### config.mk
export PLATFORM = sky130hd
export DESIGN_NAME = sensor_event_queue_flat
export DESIGN_NICKNAME = d
export VERILOG_FILES = /design/src/rtl/sensor_event_queue_if.sv /design/src/rtl/sensor_event_queue.sv /design/src/flat_wrapper.sv
export SDC_FILE = /design/constraint.sdc
export NUM_CORES = 1
export LEC_CHECK = 0
export ABC_AREA = 1
export CAP_MARGIN = 0
export CORE_MARGIN = 1
export CORE_UTILIZATION = 57
export CTS_CLUSTER_SIZE = 28
export DETAILED_ROUTE_END_ITERATION = 6
export PLACE_DENSITY = 0.77
export SKIP_LAST_GASP = 1
export SYNTH_ARGS = -nofsm -noshare
export SYNTH_HDL_FRONTEND = slang
export SYNTH_SLANG_ARGS = --single-unit
### constraint.sdc
create_clock -name clk -period 1.6 [get_ports clk]
set_input_delay 0.24 -clock clk [delete_from_list [all_inputs] [get_ports clk]]
set_output_delay 0.24 -clock clk [all_outputs]
set_load 0.02 [all_outputs]
### src/rtl/sensor_event_queue_if.sv
// Sensor levels, control pulse and event handshake between the sensor
// front-ends, sensor_event_queue (slave) and the screen stage.
interface sensor_event_queue_if;
    logic       go;
    logic       awaking;
    logic       touched;
    logic       expecting;
    logic       pressed;
    logic       up;
    logic       down;
    logic       left;
    logic       right;
    logic       evt_valid;
    logic [3:0] evt_code;
    logic       evt_ready;
    logic       overflow;
    logic       armed;

    modport master (
        output go, awaking, touched, expecting, pressed, up, down, left, right, evt_ready,
        input  evt_valid, evt_code, overflow, armed
    );

    modport slave (
        input  go, awaking, touched, expecting, pressed, up, down, left, right, evt_ready,
        output evt_valid, evt_code, overflow, armed
    );
endinterface

### src/rtl/sensor_event_queue.sv
// Synchronizes and debounces eight sensor lines, turns their rising edges into
// prioritized 4-bit event codes and queues them for the screen stage.
module sensor_event_queue #(
    parameter int DEB_CYCLES = 1000000,
    parameter int FIFO_DEPTH = 4,
    parameter int FIFO_AW    = 2
) (
    input  logic                 clk,
    input  logic                 rst_n,
    sensor_event_queue_if.slave  bus
);
    localparam int N_IN  = 8;
    localparam int CNT_W = $clog2(DEB_CYCLES + 1);
    localparam logic [CNT_W-1:0]   CNT_LAST = CNT_W'(DEB_CYCLES - 1);
    localparam logic [FIFO_AW:0]   CNT_FULL = (FIFO_AW + 1)'(FIFO_DEPTH);

    // Bit i carries the input whose event code is i+1, so bit 0 has top priority.
    logic [N_IN-1:0] raw;
    logic [N_IN-1:0] sync1_q, sync2_q;
    logic [N_IN-1:0] stable_q, stable_d_q;
    logic [CNT_W-1:0] cnt_q [N_IN];
    logic [N_IN-1:0] rise, pend_q, pend_d, push_sel, push_mask, coalesce;
    logic [3:0]      push_code;
    logic            armed_q, overflow_q;

    logic [3:0]         mem [FIFO_DEPTH];
    logic [FIFO_AW-1:0] wr_ptr_q, rd_ptr_q;
    logic [FIFO_AW:0]   count_q;
    logic               empty, full, pop, push;

    assign raw = {bus.right, bus.left, bus.down, bus.up,
                  bus.expecting, bus.awaking, bus.touched, bus.pressed};

    // NOTE: sequential state uses non-blocking assignments so every flop samples pre-edge values.
    always_ff @(posedge clk or negedge rst_n) begin
        if (!rst_n) begin
            sync1_q <= '0;
            sync2_q <= '0;
        end else begin
            sync1_q <= raw;
            sync2_q <= sync1_q;
        end
    end

    always_ff @(posedge clk or negedge rst_n) begin
        if (!rst_n) begin
            for (int i = 0; i < N_IN; i++) cnt_q[i] <= '0;
            stable_q   <= '0;
            stable_d_q <= '0;
        end else begin
            stable_d_q <= stable_q;
            for (int i = 0; i < N_IN; i++) begin
                if (sync2_q[i] == stable_q[i]) begin
                    cnt_q[i] <= '0;
                end else if (cnt_q[i] == CNT_LAST) begin
                    cnt_q[i]    <= '0;
                    stable_q[i] <= sync2_q[i];
                end else begin
                    cnt_q[i] <= cnt_q[i] + CNT_W'(1);
                end
            end
        end
    end

    assign rise = stable_q & ~stable_d_q & {N_IN{armed_q}};

    // NOTE: every always_comb output gets a default first, so no path can infer a latch.
    always_comb begin
        push_sel  = '0;
        push_code = '0;
        for (int i = N_IN - 1; i >= 0; i--) begin
            if (pend_q[i]) begin
                push_sel  = N_IN'(1) << i;
                push_code = 4'(i + 1);
            end
        end
    end

    assign empty     = (count_q == '0);
    assign full      = (count_q == CNT_FULL);
    assign pop       = !empty && bus.evt_ready;
    assign push      = (|pend_q) && (!full || pop);
    assign push_mask = push ? push_sel : '0;
    // An edge landing on a bit that is being pushed re-arms it instead of coalescing.
    assign coalesce  = rise & pend_q & ~push_mask;
    assign pend_d    = (pend_q & ~push_mask) | rise;

    always_ff @(posedge clk or negedge rst_n) begin
        if (!rst_n) begin
            pend_q     <= '0;
            armed_q    <= 1'b0;
            overflow_q <= 1'b0;
        end else begin
            pend_q  <= pend_d;
            armed_q <= armed_q | bus.go;
            if (|coalesce)   overflow_q <= 1'b1;
            else if (bus.go) overflow_q <= 1'b0;
        end
    end

    // NOTE: FIFO storage has no reset; empty is decided by count_q alone.
    always_ff @(posedge clk) begin
        if (push) mem[wr_ptr_q] <= push_code;
    end

    always_ff @(posedge clk or negedge rst_n) begin
        if (!rst_n) begin
            wr_ptr_q <= '0;
            rd_ptr_q <= '0;
            count_q  <= '0;
        end else begin
            if (push) wr_ptr_q <= wr_ptr_q + FIFO_AW'(1);
            if (pop)  rd_ptr_q <= rd_ptr_q + FIFO_AW'(1);
            case ({push, pop})
                2'b10:   count_q <= count_q + (FIFO_AW + 1)'(1);
                2'b01:   count_q <= count_q - (FIFO_AW + 1)'(1);
                default: count_q <= count_q;
            endcase
        end
    end

    assign bus.evt_valid = !empty;
    assign bus.evt_code  = empty ? 4'd0 : mem[rd_ptr_q];
    assign bus.overflow  = overflow_q;
    assign bus.armed     = armed_q;
endmodule

### src/flat_wrapper.sv
// flat-port wrapper written by rule: the top's interface ports become plain ports
module sensor_event_queue_flat 
#(
    parameter int DEB_CYCLES = 1000000,
    parameter int FIFO_DEPTH = 4,
    parameter int FIFO_AW    = 2
)
  (clk, rst_n, bus_go, bus_awaking, bus_touched, bus_expecting, bus_pressed, bus_up, bus_down, bus_left, bus_right, bus_evt_ready, bus_evt_valid, bus_evt_code, bus_overflow, bus_armed);
  sensor_event_queue_if bus_i ();
  input  logic clk;
  input  logic rst_n;
  input wire logic [$bits(bus_i.go)-1:0] bus_go;
  input wire logic [$bits(bus_i.awaking)-1:0] bus_awaking;
  input wire logic [$bits(bus_i.touched)-1:0] bus_touched;
  input wire logic [$bits(bus_i.expecting)-1:0] bus_expecting;
  input wire logic [$bits(bus_i.pressed)-1:0] bus_pressed;
  input wire logic [$bits(bus_i.up)-1:0] bus_up;
  input wire logic [$bits(bus_i.down)-1:0] bus_down;
  input wire logic [$bits(bus_i.left)-1:0] bus_left;
  input wire logic [$bits(bus_i.right)-1:0] bus_right;
  input wire logic [$bits(bus_i.evt_ready)-1:0] bus_evt_ready;
  output wire logic [$bits(bus_i.evt_valid)-1:0] bus_evt_valid;
  output wire logic [$bits(bus_i.evt_code)-1:0] bus_evt_code;
  output wire logic [$bits(bus_i.overflow)-1:0] bus_overflow;
  output wire logic [$bits(bus_i.armed)-1:0] bus_armed;
  assign bus_i.go = bus_go;
  assign bus_i.awaking = bus_awaking;
  assign bus_i.touched = bus_touched;
  assign bus_i.expecting = bus_expecting;
  assign bus_i.pressed = bus_pressed;
  assign bus_i.up = bus_up;
  assign bus_i.down = bus_down;
  assign bus_i.left = bus_left;
  assign bus_i.right = bus_right;
  assign bus_i.evt_ready = bus_evt_ready;
  assign bus_evt_valid = bus_i.evt_valid;
  assign bus_evt_code = bus_i.evt_code;
  assign bus_overflow = bus_i.overflow;
  assign bus_armed = bus_i.armed;
  sensor_event_queue #(.DEB_CYCLES(DEB_CYCLES), .FIFO_DEPTH(FIFO_DEPTH), .FIFO_AW(FIFO_AW)) u_core (.clk(clk), .rst_n(rst_n), .bus(bus_i));
endmodule
# Yosys cells after proc, flatten, opt, wreduce, memory -nomap -nowiden
# Memories as Yosys holds them, arrays and structs flattened.
# Index checks and enable logic that the tools add are counted.
# totals
register_bits	209
wordCells	131
output_inout_bits	7
ram_bits	16
inputBits	12
mem_count	1
# memory_table
name	depth	word_bits	read_ports	rd_ports_with_merged_regs	wr	line	source
u_core.mem	4	4	1	0	1	sensor_event_queue.sv:26	logic [3:0] mem [FIFO_DEPTH];
# classes
n_bitwise	17
muxes	39
addsub	12
n_reduce_logical	18
eq_ne	19
# op_table
op	count
$mux 20	16
$add 20x1->20 const B	8
$eq 20x20->1 const B	8
$mux 8	9
$and 8x8->8	5
$mux 4	9
$not 8->8	2
$reduce_and 2->1	8
$reduce_or 8->1	2
$eq 1x1->1	8
$not 1->1	8
$or 8x8->8	1
$pmux 3 s2	1
$add 2x1->2 const B	2
$mux 1	4
$reduce_bool 2->1	2
$add 3x1->3 const B	1
$eq 3x3->1 const B	1
$logic_not 3->1	1
$sub 3x1->3 const B	1
$eq 2x1->1 const B	1
$eq 2x2->1 const B	1
$logic_and 1x1->1	2
$logic_not 1->1	2
other kinds (2)	2

# Longest topological paths before layout
# depth
ltp_word	13
depth_mapped	11
mapped_depth_nobuf	11

# Worst setup path after synthesis
# OpenSTA, ideal clock, no wires.
# synth_path
path_kind	register to register
start	register u_core.pend_q[0]
end	register u_core.count_q[2]
setup_ps	125
path_buffers	1
arrival_time_ps	1590
period_less_slack_ps	1715
slack_ps	-115
path_stages_with_launch	10
path_cell_list	dfrtp_1 -> buf_6 -> nor2_2 -> nand2_2 -> nor2_8 -> nand2_1 -> fa_1 -> nand3_1 -> nand2_1 -> xor2_1
# synth_via
elab_chain_len	4
# synth_lines
item	line	source
from (decl)	sensor_event_queue.sv:22	logic [N_IN-1:0] rise, pend_q, pend_d, push_sel, push_mask, coalesce;
from (signal assigned)	sensor_event_queue.sv:94	pend_q <= pend_d;
$reduce_or 8->1 (*)	sensor_event_queue.sv:82	assign push = (|pend_q) && (!full || pop);
$logic_and 1x1->1 (*)	sensor_event_queue.sv:82	
$eq 2x1->1 or $eq 2x2->1 (tied branches)	sensor_event_queue.sv:114	case ({push, pop})
$pmux 3 s2 or $reduce_bool 2->1 (tied branches)	n/a	
to (signal assigned)	sensor_event_queue.sv:115	2'b10: count_q <= count_q + (FIFO_AW + 1)'(1);
to (signal assigned)	sensor_event_queue.sv:116	2'b01: count_q <= count_q - (FIFO_AW + 1)'(1);
to (signal assigned)	sensor_event_queue.sv:117	default: count_q <= count_q;
to (decl)	sensor_event_queue.sv:28	logic [FIFO_AW:0] count_q;
# Mark *: on every way between the ends. The rest lies on a longest branch, timed or not.
# A chain may end at the register's enable or synchronous reset.

# Final worst setup path
# layout_path
start	register u_core.rd_ptr_q[1]
end	output bus_evt_code[2]
# layout_via
elab_chain_len	2
# layout_lines
item	line	source
from (decl)	sensor_event_queue.sv:27	logic [FIFO_AW-1:0] wr_ptr_q, rd_ptr_q;
from (signal assigned)	sensor_event_queue.sv:113	if (pop) rd_ptr_q <= rd_ptr_q + FIFO_AW'(1);
$mem_v2 4x4	n/a	
$mux 4	sensor_event_queue.sv:123	assign bus.evt_code = empty ? 4'd0 : mem[rd_ptr_q];
to (decl)	flat_wrapper.sv:23	output wire logic [$bits(bus_i.evt_code)-1:0] bus_evt_code;
# Every way passes these cells.

==> reports/qor.yml <==
cells_and_area:
  syn_to_final_growth_pct: 19.2
  fillers: 1487
  final_cell_mix: "nor2_1, nand2_1, dfrtp_1, inv_1, nor3_1"
  multi_input_comb_area_um2: 5250
  antennaDiodeCount: 0
  seq_area_um2: 5710
  final_common_cell: "nor2_1"
  final_util: 0.696
  nets: 1516
  drive_gt1_frac: 0.168
sta:
  tightest_slew_ps: 551
  slew_headroom: 0.632
  setup_ws_ps: -186
  rsz0062_at_grt: "true"
  skew_ps: 9.02
  hold_viol: 0
  fmax_mhz: 560
  period_share: 1.12
  final_max_slew_viol_count: 0
  holdWs_ps: 167
  setup_viol: 7
  fin_crit_ps: 1790
  setup-tns-final_ps: -849
yosys:
  avgSynthCellArea_um2: 8.25
  synth_edf_count: 16
  yosys_most_used_dff: "dfrtp_1"
  synth-seq-cells: 225
  synth_cell_types: 41
  netlist_instances: 1381
  async_reset_ff_frac: 0.929
  synth_fp_nets: 1406
  seq_area_frac_synth: 0.501
  yosys_warnings: 0
  syn_area_um2: 11400
clock_network:
  cts_sinks: 225
  clock_latency_ps: 510
  cts.path.max_buffers: 3
  path_clk_slew_ps: 60
  clockRootBuffer: "clkbuf_16"
  htreeDepth: 1
  cts_buffers: 25
  cts_tree: "done"
die:
  die_h_um: 143
  initial_core_util: 0.584
  die_w_um: 143
  core-area_um2: 19500
  io_pins: 19
  dieArea_um2: 20600
  core.rowCount: 51
power:
  leakage_nw: 5.96
  finalPower_mw: 15.0
  power_density_nw_per_um2: 1110
  peakVddDrop_v: 0.000782
critical_path:
  crit_path_top_delay_cell: "dfrtp_1"
  critical_path_required_ps: 1360
  critPathLaunch: "u_core.rd_ptr_q[1]$_DFFE_PN0P_"
  start_kind: "flop"
  crit_arrival_ps: 1550
  worstPathMaxFanout: 3
  slowest_delay_ps: 400
  path_cells: "buf_4 > nor2_2 > o21ai_1 > a21oi_1 > buf_4"
  critPathBufInv: 2
  end_kind: "primary output"
  critPathMostFrequentCell: "buf_4"
  r2r-start: "u_core.count_q[0]$_DFFE_PN0P_"
  path_delay_family: "flip-flops"
  critPathKind: "flop to primary output"
placed_design:
  pre_cts_ws_ps: -208
  gp_routability_congestion: 0.915
  port_buffers: 18
  hpwlAfterDp_um: 15800
outcome:
  violations: "setup timing"
  status: "finished, violations left"
worst_hold_path:
  hold_path_class: "input port to flop"
  worstHoldStart: "bus_touched"
routing:
  wl_per_cell_um: 12.9
  vias: 9090
  drt-total-wl_um: 23000
  ant_nets: 0
  met2WireLength_um: 11300
  vias_per_cell: 5.12
  wl_met1_um: 10400
  drt_pass1_iterations: 5
  top_layer: "met4"
  wl_met3_um: 851
  route.detailed.drc: 0
  drt-initial-drc-count: 439
global_route:
  grt_max_degree: 63
  grt.overflow.total: 0
  track_usage: 0.230
  antenna_found_initial: 0
  grt_pass1_wl_um: 39000
  grt_pass1_vias: 8675
run:
  drv_cap: 0
[what timing repair did]
action,in CTS,in global routing
hold endpoints to repair,209,0
hold buffers,1,0
gates resized for setup,51,47
pin swaps,9,22
setup endpoints to repair,14,82
buffers inserted,8,19
[state kept, by name, summed over array words and instances (netlist names), 3 cells and up]
signal / flops
u_core.mem: 16
u_core.sync1_q: 8
u_core.sync2_q: 8
u_core.stable_q: 8
u_core.stable_d_q: 8
u_core.count_q: 3
u_core.pend_q: 8
u_core.cnt_q: 160
[through the flow]
stage                     cell area, µm²  instances
final                              13600       1774
after global routing               13600       1774
after CTS                          13200       1755
after detailed placement           12300       1701
after global placement             12300       1701
after floorplan                    11400       1381
[kinds of logic (layout without fill, tap and decap cells)]
kind of cell,Yosys count,count (layout),share of synthesized area
xor+xnor,72,72,0.0553
simple gates,803,803,0.328
flops,225,225,0.501
buf+inv,188,316,0.0630
fa+ha+maj,13,13,0.0149
compound gates,80,80,0.0374
[cells in the mapped netlist (4+ instances only)]
| cell | instances | area share |
|---|---|---|
| nand3_1 | 69 | 0.030 |
| xnor2_1 | 15 | 0.012 |
| o21ai_0 | 22 | 0.0097 |
| inv_2 | 21 | 0.0069 |
| nand2_2 | 9 | 0.0049 |
| nor3_1 | 69 | 0.030 |
| a21oi_1 | 42 | 0.018 |
| nand2_4 | 6 | 0.0059 |
| dfrtp_1 | 209 | 0.46 |
| xor2_1 | 57 | 0.044 |
| inv_1 | 162 | 0.053 |
| nand2_1 | 241 | 0.079 |
| edfxtp_1 | 16 | 0.042 |
| nor2_1 | 301 | 0.099 |
| nor2_2 | 24 | 0.013 |
| o21ai_1 | 7 | 0.0031 |
| nand3_2 | 10 | 0.0088 |
| nor2_4 | 4 | 0.0040 |
| nor3_2 | 23 | 0.020 |
| nand4_1 | 27 | 0.015 |
| ha_1 | 12 | 0.013 |
| nand3b_1 | 7 | 0.0046 |
| a31oi_1 | 4 | 0.0022 |
[layout make-up]
| class | instances | share of cell area |
|---|---|---|
| flip-flops and latches | 225 | 0.420 |
| clock inverters | 13 | 0.00755 |
| multi-input cells | 968 | 0.386 |
| inverters | 184 | 0.0512 |
| clock buffers | 32 | 0.0509 |
| well taps | 265 | 0.0244 |
| repair buffers | 87 | 0.0592 |
[routing by layer]
layer	up-vias	track usage
li1	4626	-
met1	4270	0.305
met2	157	0.402
met3	37	0.0323
met4	0	0.0493
met5	-	0
[path summary, 6_finish.rpt]
kind | endpoint | slack [ps] | depth (start not counted)
setup / recovery | bus_evt_code[2] | -190 | 5
hold reg to reg | u_core.sync2_q[4]$_DFF_PN0_ | 350 | 0
min in group asynchronous | u_core.cnt_q[90]$_DFF_PN0_ | 200 | 2
hold / removal | u_core.sync1_q[1]$_DFF_PN0_ | 170 | 1
setup reg to reg | u_core.count_q[2]$_DFFE_PN0P_ | -80 | 10
max in group asynchronous | u_core.cnt_q[62]$_DFF_PN0_ | 780 | 3
[power breakdown]
part / internal (mW) / total, mW / switching [mW]
Clock: 3.22 / 5.50 / 2.29
Sequential: 6.16 / 6.40 / 0.232
Combinational: 1.35 / 3.14 / 1.79
(Power assumes the default switching activity.)
